<file path="src/rtl/muldiv_unit.sv">
// Iterative RV32M multiply/divide unit for the Execute stage.
// One radix-2 shift-add / restoring shift-subtract datapath for all M ops.
module muldiv_unit #(
   parameter int W = 32
) (
   input  logic         clk,
   input  logic         rst_n,
   input  logic         startE,
   input  logic         flushE,
   input  logic [2:0]   funct3E,
   input  logic [W-1:0] srcaE,
   input  logic [W-1:0] srcbE,
   output logic         busyE,
   output logic         doneE,
   output logic [W-1:0] resultE
);

   localparam int CW = $clog2(W);
   localparam logic [CW-1:0] CMAX = CW'(W - 1);
   localparam logic [W-1:0] SMIN = {1'b1, {(W-1){1'b0}}};

   typedef enum logic [1:0] {IDLE, CALC, FIX, DONE} state_t;

   state_t         state;
   logic [CW-1:0]  cnt;
   logic [2*W-1:0] acc;
   logic [W-1:0]   opb;
   logic [2:0]     f3;
   logic           qneg;
   logic           rneg;

   logic           isdiv;
   logic           asgn;
   logic           bsgn;
   logic           an;
   logic           bn;
   logic [W-1:0]   amag;
   logic [W-1:0]   bmag;
   logic           divz;
   logic           ovf;
   logic [W-1:0]   spec;

   logic [W-1:0]   madd;
   logic [W:0]     msum;
   logic [W:0]     dtry;
   logic [2*W-1:0] mstep;
   logic [2*W-1:0] dstep;
   logic [2*W-1:0] prod;
   logic [W-1:0]   quo;
   logic [W-1:0]   rem;
   logic [W-1:0]   fixres;

   // operand signedness and divide special cases, decoded at issue
   always_comb begin
      isdiv = funct3E[2];
      asgn  = 1'b0;
      bsgn  = 1'b0;
      unique case (1'b1)
         isdiv:                begin asgn = ~funct3E[0]; bsgn = ~funct3E[0]; end
         funct3E == 3'b001:    begin asgn = 1'b1; bsgn = 1'b1; end
         funct3E == 3'b010:    begin asgn = 1'b1; bsgn = 1'b0; end
         default:              begin asgn = 1'b0; bsgn = 1'b0; end
      endcase
      an   = asgn & srcaE[W-1];
      bn   = bsgn & srcbE[W-1];
      amag = an ? -srcaE : srcaE;
      bmag = bn ? -srcbE : srcbE;
      divz = isdiv & (srcbE == '0);
      ovf  = isdiv & ~funct3E[0] & (srcaE == SMIN) & (srcbE == '1);
      if (divz)
         spec = funct3E[1] ? srcaE : '1;
      else
         spec = funct3E[1] ? '0 : srcaE;
   end

   // one iteration of either datapath
   always_comb begin
      madd  = acc[0] ? opb : '0;
      msum  = {1'b0, acc[2*W-1:W]} + {1'b0, madd};
      mstep = {msum, acc[W-1:1]};
      dtry  = acc[2*W-1:W-1] - {1'b0, opb};
      if (dtry[W])
         dstep = {acc[2*W-2:0], 1'b0};
      else
         dstep = {dtry[W-1:0], acc[W-2:0], 1'b1};
   end

   always_comb begin
      prod = qneg ? -acc : acc;
      quo  = qneg ? -acc[W-1:0] : acc[W-1:0];
      rem  = rneg ? -acc[2*W-1:W] : acc[2*W-1:W];
      if (f3[2])
         fixres = f3[1] ? rem : quo;
      else if (f3[1:0] == 2'b00)
         fixres = prod[W-1:0];
      else
         fixres = prod[2*W-1:W];
   end

   assign busyE = rst_n & ((state == IDLE & startE & ~flushE) |
                           state == CALC | state == FIX);

   always_ff @(posedge clk) begin
      if (!rst_n) begin
         state   <= IDLE;
         cnt     <= '0;
         acc     <= '0;
         opb     <= '0;
         f3      <= '0;
         qneg    <= 1'b0;
         rneg    <= 1'b0;
         doneE   <= 1'b0;
         resultE <= '0;
      end else if (flushE) begin
         state <= IDLE;
         doneE <= 1'b0;
      end else begin
         case (state)
            IDLE: begin
               doneE <= 1'b0;
               if (startE) begin
                  f3   <= funct3E;
                  qneg <= an ^ bn;
                  rneg <= an;
                  cnt  <= CMAX;
                  if (divz | ovf) begin
                     resultE <= spec;
                     doneE   <= 1'b1;
                     state   <= DONE;
                  end else begin
                     opb   <= isdiv ? bmag : amag;
                     acc   <= {{W{1'b0}}, isdiv ? amag : bmag};
                     state <= CALC;
                  end
               end
            end
            CALC: begin
               acc <= f3[2] ? dstep : mstep;
               cnt <= cnt - 1'b1;
               if (cnt == '0)
                  state <= FIX;
            end
            FIX: begin
               resultE <= fixres;
               doneE   <= 1'b1;
               state   <= DONE;
            end
            DONE: begin
               doneE <= 1'b0;
               state <= IDLE;
            end
            default: state <= IDLE;
         endcase
      end
   end

endmodule
</file>
<file path="config.mk">
export PLATFORM = sky130hd
export DESIGN_NAME = muldiv_unit
export DESIGN_NICKNAME = d
export VERILOG_FILES = /design/src/rtl/muldiv_unit.sv
export SDC_FILE = /design/constraint.sdc
export NUM_CORES = 1
export LEC_CHECK = 0
export ABC_AREA = 1
export BUFFER_PORTS_ARGS = -buffer_cell sky130_fd_sc_hd__buf_2
export CAP_MARGIN = 10
export CELL_PAD_IN_SITES_DETAIL_PLACEMENT = 1
export CELL_PAD_IN_SITES_GLOBAL_PLACEMENT = 1
export CORE_UTILIZATION = 46
export DETAILED_ROUTE_END_ITERATION = 10
export GPL_TIMING_DRIVEN = 0
export PLACE_DENSITY_LB_ADDON = 0.1
export SETUP_SLACK_MARGIN = 0.02
export SYNTH_ARGS = -nofsm -noshare
export SYNTH_HDL_FRONTEND = slang
export SYNTH_SLANG_ARGS = --single-unit
</file>
<file path="constraint.sdc">
create_clock -name clk -period 5.7 [get_ports clk]
set_input_delay 1.71 -clock clk [delete_from_list [all_inputs] [get_ports clk]]
set_output_delay 1.71 -clock clk [all_outputs]
set_load 0.1 [all_outputs]
</file>
---- Word level (Yosys, flattened, before mapping) ----
Cells that the tools add are included.
operators by class
  add/sub/neg operators ................... 8
  multipliers ............................. 0
  divide/modulo/power cells ............... 0
  $lt $le $gt $ge ......................... 0
  equal/unequal tests ..................... 11
  shifts and indexed selects .............. 0
  muxes and demuxes ....................... 33
  bitwise gates (word level) .............. 17
  reductions and logical operators ........ 15
operator list
  cell                    number
  $mux W32                15
  $mux W64                5
  $neg A32 Y32            4
  $pmux W64 S2            1
  $eq A32 B32 Y1 const B  2
  $neg A64 Y64            1
  $pmux W32 S2            1
  $add A32 B32 Y33        1
  $sub A33 B32 Y33        1
  $logic_not A32 Y1       1
  $reduce_and A4 Y1       3
  $pmux W5 S2             1
  $and A1 B1 Y1           9
  $pmux W2 S4             1
  $mux W2                 3
  $reduce_and A3 Y1       2
  $logic_not A5 Y1        1
  $mux W5                 1
  $sub A5 B1 Y5 const B   1
  $eq A2 B2 Y1 const B    2
  $logic_not A2 Y1        2
  $ne A2 B1 Y1 const B    2
  $ne A2 B2 Y1 const B    2
  $not A1 Y1              4
  other kinds (12)        18
storage, ports and cells
  register bits after elaboration ......... 141
  bits in latches ......................... 0
  RAM bits ................................ 0
  ROM bits ................................ 0
  input bits .............................. 71
  output and inout bits ................... 34
  word-level logic and storage cells ...... 93
  memories ................................ 0

---- Logic depth before layout (Yosys ltp) ----
Gate-level depths: netlist of the first run.
  depth after elaboration ................. 9
  depth in mapped cells ................... 20
  gate-level depth less buffers ........... 18

---- Worst setup path after synthesis of the first run ----
No wires, ideal clock.
  kind .................................... in2out
  start ................................... input port startE
  end ..................................... output port busyE
  arrival ................................. 3.869 ns
  data required time ...................... 3.990 ns
  path slack .............................. 0.121 ns
  stages .................................. 7
  path through ............................ inv_1 nand2_1 nand2_1 nor2_1 clkbuf_1 inv_1 a31oi_1
between the ends
  longest elaborated chain between the ends .. 5
RTL lines
  item                        line  text
  start: declaration          8     input logic startE,
  $and A1 B1 Y1 (2 in a row)  100   assign busyE = rst_n & ((state == IDLE & startE & ~flushE) |
  $or A1 B1 Y1                100
  $or A1 B1 Y1                101   state == CALC | state == FIX);
  $and A1 B1 Y1               100
  end: declaration            13    output logic busyE,
No other way between the ends.

---- Worst setup path in the final report of the first run ----
Same ends and word-level chain as after synthesis.

==> results of run 1 <==
==> worst register-to-register path, cell delays in order, from the launching register on <==
cell and delay, ps:
dfxtp_1 760, inv_1 390, fa_1 590, inv_1 170, nand2_1 100, nand2_1 80, nand3_1 110, nand2_1 220
nand2_1 100, nand2_2 130, nand2_2 90, nand2_2 100, nand2_1 150, nand2_2 280, buf_6 260, nand3_1 380
nand3_1 190, nand2_1 60, a21oi_1 120
==> worst max path at each step <==
stage / end / cells after the start
6_report: busyE / 9
4_1_cts: busyE / 9
3_3_place_gp: busyE / 9
2_1_floorplan: busyE / 7
5_1_grt: busyE / 9
3_5_place_dp: busyE / 9
==> sequential cells by signal (all words and copies together), names as in the netlist <==
signal   cells
resultE     32
opb         32
f3           3
acc         64
rneg         1
state        2
cnt          5
doneE        1
qneg         1
==> power groups by stage <==
stage               clock [mW]  combinational (mW)  sequential [mW]
floorplan                    0                1.03             1.09
global placement             0                1.54             1.14
detailed placement           0                1.60             1.15
CTS                       1.19                1.62             1.12
global route              1.22                1.84             1.13
finish                    1.21                1.74             1.14
==> cell type report <==
type / instances / area share
Multi-Input combinational cell: 2853 / 0.663
Sequential cell: 141 / 0.137
Inverter: 451 / 0.0823
Buffer: 147 / 0.0320
Tap cell: 525 / 0.0319
Timing Repair Buffer: 101 / 0.0246
Clock buffer: 18 / 0.0209
Clock inverter: 13 / 0.00754
Antenna cell: 4 / 0.000487
==> placed cells by master, fill, tap and decap left out, drive strengths merged, types with 2 or more instances in the layout <==
cell / n
a211oi: 2
a21boi: 3
a21oi: 290
a31oi: 18
and2: 4
buf: 164
bufinv: 2
clkbuf: 102
clkinv: 5
clkinvlp: 2
dfxtp: 141
diode: 4
fa: 2
ha: 75
inv: 455
nand2: 1155
nand3: 350
nand3b: 13
nand4: 36
nor2: 465
nor3: 31
nor4: 3
o211ai: 25
o21a: 4
o21ai: 252
o21bai: 16
o22ai: 2
or2: 13
xnor2: 11
xor2: 78
==> cells in the mapped netlist, types with 6 or more instances <==
cell	number
a21oi_1	285
o211ai_1	25
buf_1	25
a31oi_1	18
ha_1	75
nor2_1	447
nand3b_1	12
o21ai_0	243
dfxtp_1	141
buf_2	25
buf_4	6
nand2_2	10
or2_2	12
xor2_1	78
nor3_1	31
buf_6	7
nand3_1	345
o21ai_1	7
nand2_1	1143
inv_1	437
nand4_1	35
clkbuf_1	84
nor2_2	14
xnor2_1	11
o21bai_1	16
inv_2	13
==> cell families (layout without fill, tap and decap cells) <==
logic type / count (synthesis) / count (layout) / synth area share
adders and majority gates: 77 / 77 / 0.0520
DFF: 141 / 141 / 0.150
xor gates and xnor gates: 89 / 89 / 0.0414
other: 0 / 4 / 0
buffers and inverters: 598 / 730 / 0.125
AOI/OAI and AO/OA: 614 / 614 / 0.173
and+or+nand+nor: 2073 / 2073 / 0.458
==> per-layer routing <==
layer	global-route usage	up-vias	routed length, um
li1	-	11700	-
met1	0.631	12700	41300
met2	0.773	1884	44800
met3	0.165	560	14100
met4	0.357	12	8880
met5	0	-	80
==> metrics.md, run 1 <==
| Metric | Value |
|---|---|
| Status | finished, violations left |
| Failing checks | design-rule violations |
| Final Wtd Congestion | 1.13 |
| Max_slew headroom | 0.273 |
| Clock power frac | 0.297 |
| Ys async rst share | 0 |
| Avg Cell Area, Syn | around 5.2 um^2 |
| CP max-delay cell | clkbuf_1 |
| Port Buffers | 101 |
| Syn Std Cell Area | between 15000 and 20000 um^2 |
| DRT antenna net count | 0 |
| Die area | roughly 42000 um^2 |
| Clk_lat worst skew | approximately 480 ps |
| Gate power share | 0.425 |
| CP Cell Sequence | buf_2 > inv_1 > nand2_1 > nand2_1 > nor2_1 > clkbuf_1 > inv_1 > a31oi_1 > buf_2 |
| Row Count | 73 |
| Share of layout cells above drive strength 1 | 0.0639 |
| Fin nets | between 3000 and 4000 |
| Pleak | about 11 nW |
| CTS tree | built |
| Crit-path max FO | 10 |
| Core Region | approximately 40000 um^2 |
| # IOs | 105 |
| Crit. End Element | output pin |
| Largest delay contributor family on the critical path | buffers and inverters |
| Final core utilization | 0.514 |
| Period utilization | 0.997 |
| Sequential-to-total area share from yosys stat | 0.150 |
| Setup CP Type | primary input to output pin |
| Tightest Pin Transition | ~1100 ps |
| Synth-to-Final Area Change | 9.34% |
| Hold path depth | 2 |
| Ys flop type | dfxtp_1 |
| Switching Share | 0.478 |
| Required @ worst endpoint | around 4000 ps |
| Clk sinks | between 100 and 150 |
| CP max stage delay | about 560 ps |
| Synth top area cells | nand2_1, dfxtp_1, nand3_1 |
| Max VDD drop | between 200 and 250 uV |
| H-Tree Level Count | 4 |
| Crit path launch type | primary input |
| Cts repair resizes | 0 |
| Fin Setup TNS | 0 ps |
| Die X | ~200 um |
| Initial core utilization | 0.470 |
| Post-CTS Hold Buffers | 0 |
| First-pass GRT wire length | between 150 and 200 mm |
| Max Root-Sink Buffers | 2 |
| Clock slew seen by the registers of the worst setup and hold paths | 60 ps |
| Area leader, netlist | nand2_1 |
| # placed instances | 4218 |
| Total power | around 4.1 mW |
| Initial antenna violation count | 8 |
| Final worst path period need | approximately 5700 ps |
| Crit path launch | startE |
| HP Class | flop to flop |
| Seq. cell area | 2820 um^2 |
| Area of the multi-input gates | roughly 14000 um^2 |
| Synth warnings | 0 |
| Unrepaired setup endpoints after global routing | false |
| HPWL after DPL | 87.0 mm |
| Post-synth EDFFs | 0 |
| Via Count | approximately 27000 |
| Cell Area, Placed | between 15000 and 20000 um^2 |
| Vias in the first global route | 26500 |
| Endpoints failing setup | 0 |
| # Post-CTS Setup Buffers | 0 |
| Synthesized instance count | between 3000 and 4000 |
| Synth cell types | 49 |
| Min Hold Slack | about 480 ps |
| DRC | 4 |
| Max-slew violation count | 0 |
| Hold Startpoint | resultE[8] |
| DR WL/cell | between 20 and 30 um |
| Hold-critical path endpoint | resultE[8] |
| GR Overflow Total | 0 |
| Drt via density | 6.32 |
| PnR worst setup slack | about 17 ps |
| Layout fillers | around 6000 |
| Net Sw Power | 1.96 mW |
| Reg2Reg Launch Point | acc[32] |
| CTS Root Cell | clkbuf_16 |
| Largest net degree at the start of global routing | 17 |
| Pwr dens | approximately 200 nW/um^2 |
| Gr usage total | 0.518 |
| Highest Clock Rate | ~0.18 GHz |
| Worst r2r dst | acc[61] |
| Area share of the largest cell type after synthesis | 0.228 |
| Worst clock skew | 16.6 ps |
| Max-Cap Viols | 0 |
| Worst R2R Path Depth | 18 |
| Pint | roughly 2.1 mW |
| Drt total wl | between 100 and 150 mm |
| Crit path DAT | approximately 4000 ps |
| Share of power burned in registers | 0.278 |
| DR pass1 iterations | 11 |
| Total CTS buffers | 17 |
| Final hold vios | 0 |
| R2R Setup Slk | about 1300 ps |
| Final Non-Filler Cells | ~4300 |
| Finished Cell Area | roughly 21000 um^2 |
| Worst Path Buf+Inv | 5 |
| Syn Nets | 3740 |
| Dpl ws | roughly 240 ps |
| Drt first-iter violations | about 3100 |
| Die Ht | slightly above 200 um |
| Synthesis-stage register bit count | between 100 and 150 |
(Power assumes the default switching activity.)
==> inputs of run 2 (changes only) <==
--- a/config.mk
+++ b/config.mk
@@ -5,16 +5,17 @@
 export SDC_FILE = /design/constraint.sdc
 export NUM_CORES = 1
 export LEC_CHECK = 0
-export ABC_AREA = 1
 export BUFFER_PORTS_ARGS = -buffer_cell sky130_fd_sc_hd__buf_2
 export CAP_MARGIN = 10
 export CELL_PAD_IN_SITES_DETAIL_PLACEMENT = 1
 export CELL_PAD_IN_SITES_GLOBAL_PLACEMENT = 1
-export CORE_UTILIZATION = 46
+export CORE_UTILIZATION = 50
 export DETAILED_ROUTE_END_ITERATION = 10
 export GPL_TIMING_DRIVEN = 0
 export PLACE_DENSITY_LB_ADDON = 0.1
+export REMOVE_ABC_BUFFERS = 1
 export SETUP_SLACK_MARGIN = 0.02
+export SLEW_MARGIN = 20
 export SYNTH_ARGS = -nofsm -noshare
 export SYNTH_HDL_FRONTEND = slang
 export SYNTH_SLANG_ARGS = --single-unit
==> metrics.md, run 2 <==
| Metric | Value |
|---|---|
| PnR worst setup slack | between 300 and 400 ps |
| Via Count | 16700 |
| Post-synth EDFFs | 0 |
| Clk sinks | approximately 140 |
| H-Tree Level Count | 4 |
| Drt total wl | between 60 and 70 mm |
| CP Cell Sequence | buf_2 > inv_4 > buf_16 > a31oi_1 > buf_2 |
| CTS Root Cell | clkbuf_16 |
| Hold path depth | 2 |
| Tightest Pin Transition | 1120 ps |
| # Post-CTS Setup Buffers | 0 |
| DRT antenna net count | 0 |
| Pint | about 2.1 mW |
| Total power | between 3 and 4 mW |
| Worst clock skew | roughly 10 ps |
| Largest delay contributor family on the critical path | buffers and inverters |
| Share of layout cells above drive strength 1 | 0.113 |
| Final Wtd Congestion | just under 1 |
| Max-slew violation count | 0 |
| # placed instances | 2475 |
| Final Non-Filler Cells | between 2000 and 3000 |
| Port Buffers | ~100 |
| Clock power frac | 0.345 |
| Top-count cell post-synth | nor2_1 |
| WP depth | 5 |
| Max-Cap Viols | 0 |
| DR pass1 iterations | 7 |
| Endpoints failing setup | 0 |
| HP Class | flop to flop |
| Fin nets | ~2300 |
| Area leader, netlist | dfxtp_1 |
| Gate power share | 0.325 |
| Largest net degree at the start of global routing | 80 |
| Status | completed |
| Die Ht | about 180 um |
| Dpl ws | about 150 ps |
| Final worst path period need | ~5400 ps |
| Synthesized instance count | approximately 2100 |
| Commonest non-fill, non-tap cells in the layout | nor2_1, nand2_1, a21oi_1 |
| Synth warnings | 0 |
| Total CTS buffers | 17 |
| Net Sw Power | around 1.3 mW |
| Pwr dens | approximately 210 nW/um^2 |
| HPWL after DPL | around 46 mm |
| Synth-to-Final Area Change | 8.64% |
| Finished Cell Area | between 15000 and 20000 um^2 |
| Gr usage total | 0.390 |
| Ys flop type | dfxtp_1 |
| Worst R2R Path Depth | 11 |
| Crit path DAT | around 3700 ps |
| Antenna diodes | 0 |
| CP max stage delay | approximately 640 ps |
| Post-CTS Hold Buffers | 0 |
| Area share of the largest cell type after synthesis | 0.186 |
| Switching Share | 0.383 |
| GR Overflow Total | 0 |
| Initial antenna violation count | 2 |
| Crit path launch type | primary input |
| First-pass GRT wire length | 94.1 mm |
| Share of power burned in registers | 0.330 |
| Synth cell types | 90 |
| Vias in the first global route | 16300 |
| CP max-delay cell | buf_2 |
| Biggest register | acc |
| Period utilization | 0.942 |
| Max Root-Sink Buffers | 2 |
| Die X | roughly 180 um |
| Worst Path Buf+Inv | 4 |
| Crit-path max FO | 65 |
| CTS tree | built |
| Max_slew headroom | 0.252 |
| Pleak | 6.33 nW |
| Largest register FFs | 64 |
| Most common cell after layout, fill and taps aside | nor2_1 |
| Highest Clock Rate | around 0.19 GHz |
| Min Hold Slack | 456 ps |
| Setup CP Type | primary input to output pin |
| Crit. End Element | output pin |
| Max VDD drop | around 150 uV |
| Die area | a little over 30000 um^2 |
| Layout fillers | about 3900 |
| Row Count | 63 |
| DR WL/cell | ~24 um |
| Avg Cell Area, Syn | slightly above 7 um^2 |
| Clock slew seen by the registers of the worst setup and hold paths | roughly 60 ps |
| Drt via density | 6.65 |
| Drt first-iter violations | 1445 |
| CP dominant cell by count | buf_2 |
| Top flop regs | acc (64), opb (32), resultE (32) |
| Synthesis-stage register bit count | approximately 140 |
| Sequential-to-total area share from yosys stat | 0.186 |
| Cell Area, Placed | about 16000 um^2 |
| Core Region | 29800 um^2 |
| Cts repair resizes | 0 |
| Synth top area cells | dfxtp_1, ha_1, a21oi_1 |
| Syn Std Cell Area | between 15000 and 20000 um^2 |
| Required @ worst endpoint | around 4000 ps |
| Unrepaired setup endpoints after global routing | false |
| # IOs | 105 |
| DRC | 0 |
| Clk_lat worst skew | 450 ps |
| Top cells by count, synth | nor2_1, nand2_1, a21oi_1, o21ai_0, dfxtp_1 |
| Initial core utilization | 0.510 |
| Ys async rst share | 0 |
| Final hold vios | 0 |
run 2: area by class of cell:
type | instances | area [um^2] | share of cell area
clock buffers | 19 | 453 | 0.0274
clock inverters | 13 | 139 | 0.00841
inverters | 77 | 292 | 0.0177
multi-input cells | 1748 | 11500 | 0.696
flip-flops and latches | 141 | 2830 | 0.171
well taps | 390 | 488 | 0.0296
repair buffers | 119 | 810 | 0.0490
run 2: worst paths after layout:
path | from | end | slack [ps]
hold reg to reg | resultE[0] | resultE[0] | 460
hold / removal | resultE[0] | resultE[0] | 460
setup reg to reg | acc[0] | acc[62] | 1230
setup / recovery | rst_n | busyE | 330
run 2: per-stage QoR:
| stage | setup TNS [ps] | utilization |
|---|---|---|
| floorplan | -23540 | - |
| finish | 0 | 0.554 |
| global placement | -288050 | 0.522 |
| CTS | 0 | 0.554 |
| detailed placement | 0 | 0.534 |
| global route | 0 | 0.554 |
run 2: cells by family (layout without fill, tap and decap cells):
group | Yosys count | in the layout | share of synthesized area
and+or+nand+nor | 719 | 719 | 0.230
AOI/OAI and AO/OA | 671 | 671 | 0.285
buffers and inverters | 227 | 228 | 0.0620
xor gates and xnor gates | 178 | 178 | 0.103
DFF | 141 | 141 | 0.186
adders and majority gates | 102 | 102 | 0.0809
muxes | 78 | 78 | 0.0530
run 2: tightest hold or removal path: cells and delay by family (launching register included):
family             cells  cell delay [ps]
DFF                    1              300
and+or+nand+nor        1               50
AOI/OAI and AO/OA      1               50
run 2: layer usage:
metal / up-vias / GRT usage / wire length [um]
li1: 7728 / - / -
met1: 8130 / 0.517 / 26500
met2: 655 / 0.625 / 27200
met3: 159 / 0.0457 / 3840
met4: 4 / 0.191 / 2710
met5: - / 0 / 25
run 2: power groups by stage:
| stage | combinational, mW | clock (mW) | sequential (mW) |
|---|---|---|---|
| final | 1.11 | 1.18 | 1.13 |
| after global routing | 1.20 | 1.21 | 1.13 |
| after CTS | 1.09 | 1.17 | 1.12 |
| after detailed placement | 1.08 | 0 | 1.14 |
| after global placement | 1.00 | 0 | 1.15 |
| after floorplan | 0.708 | 0 | 1.13 |
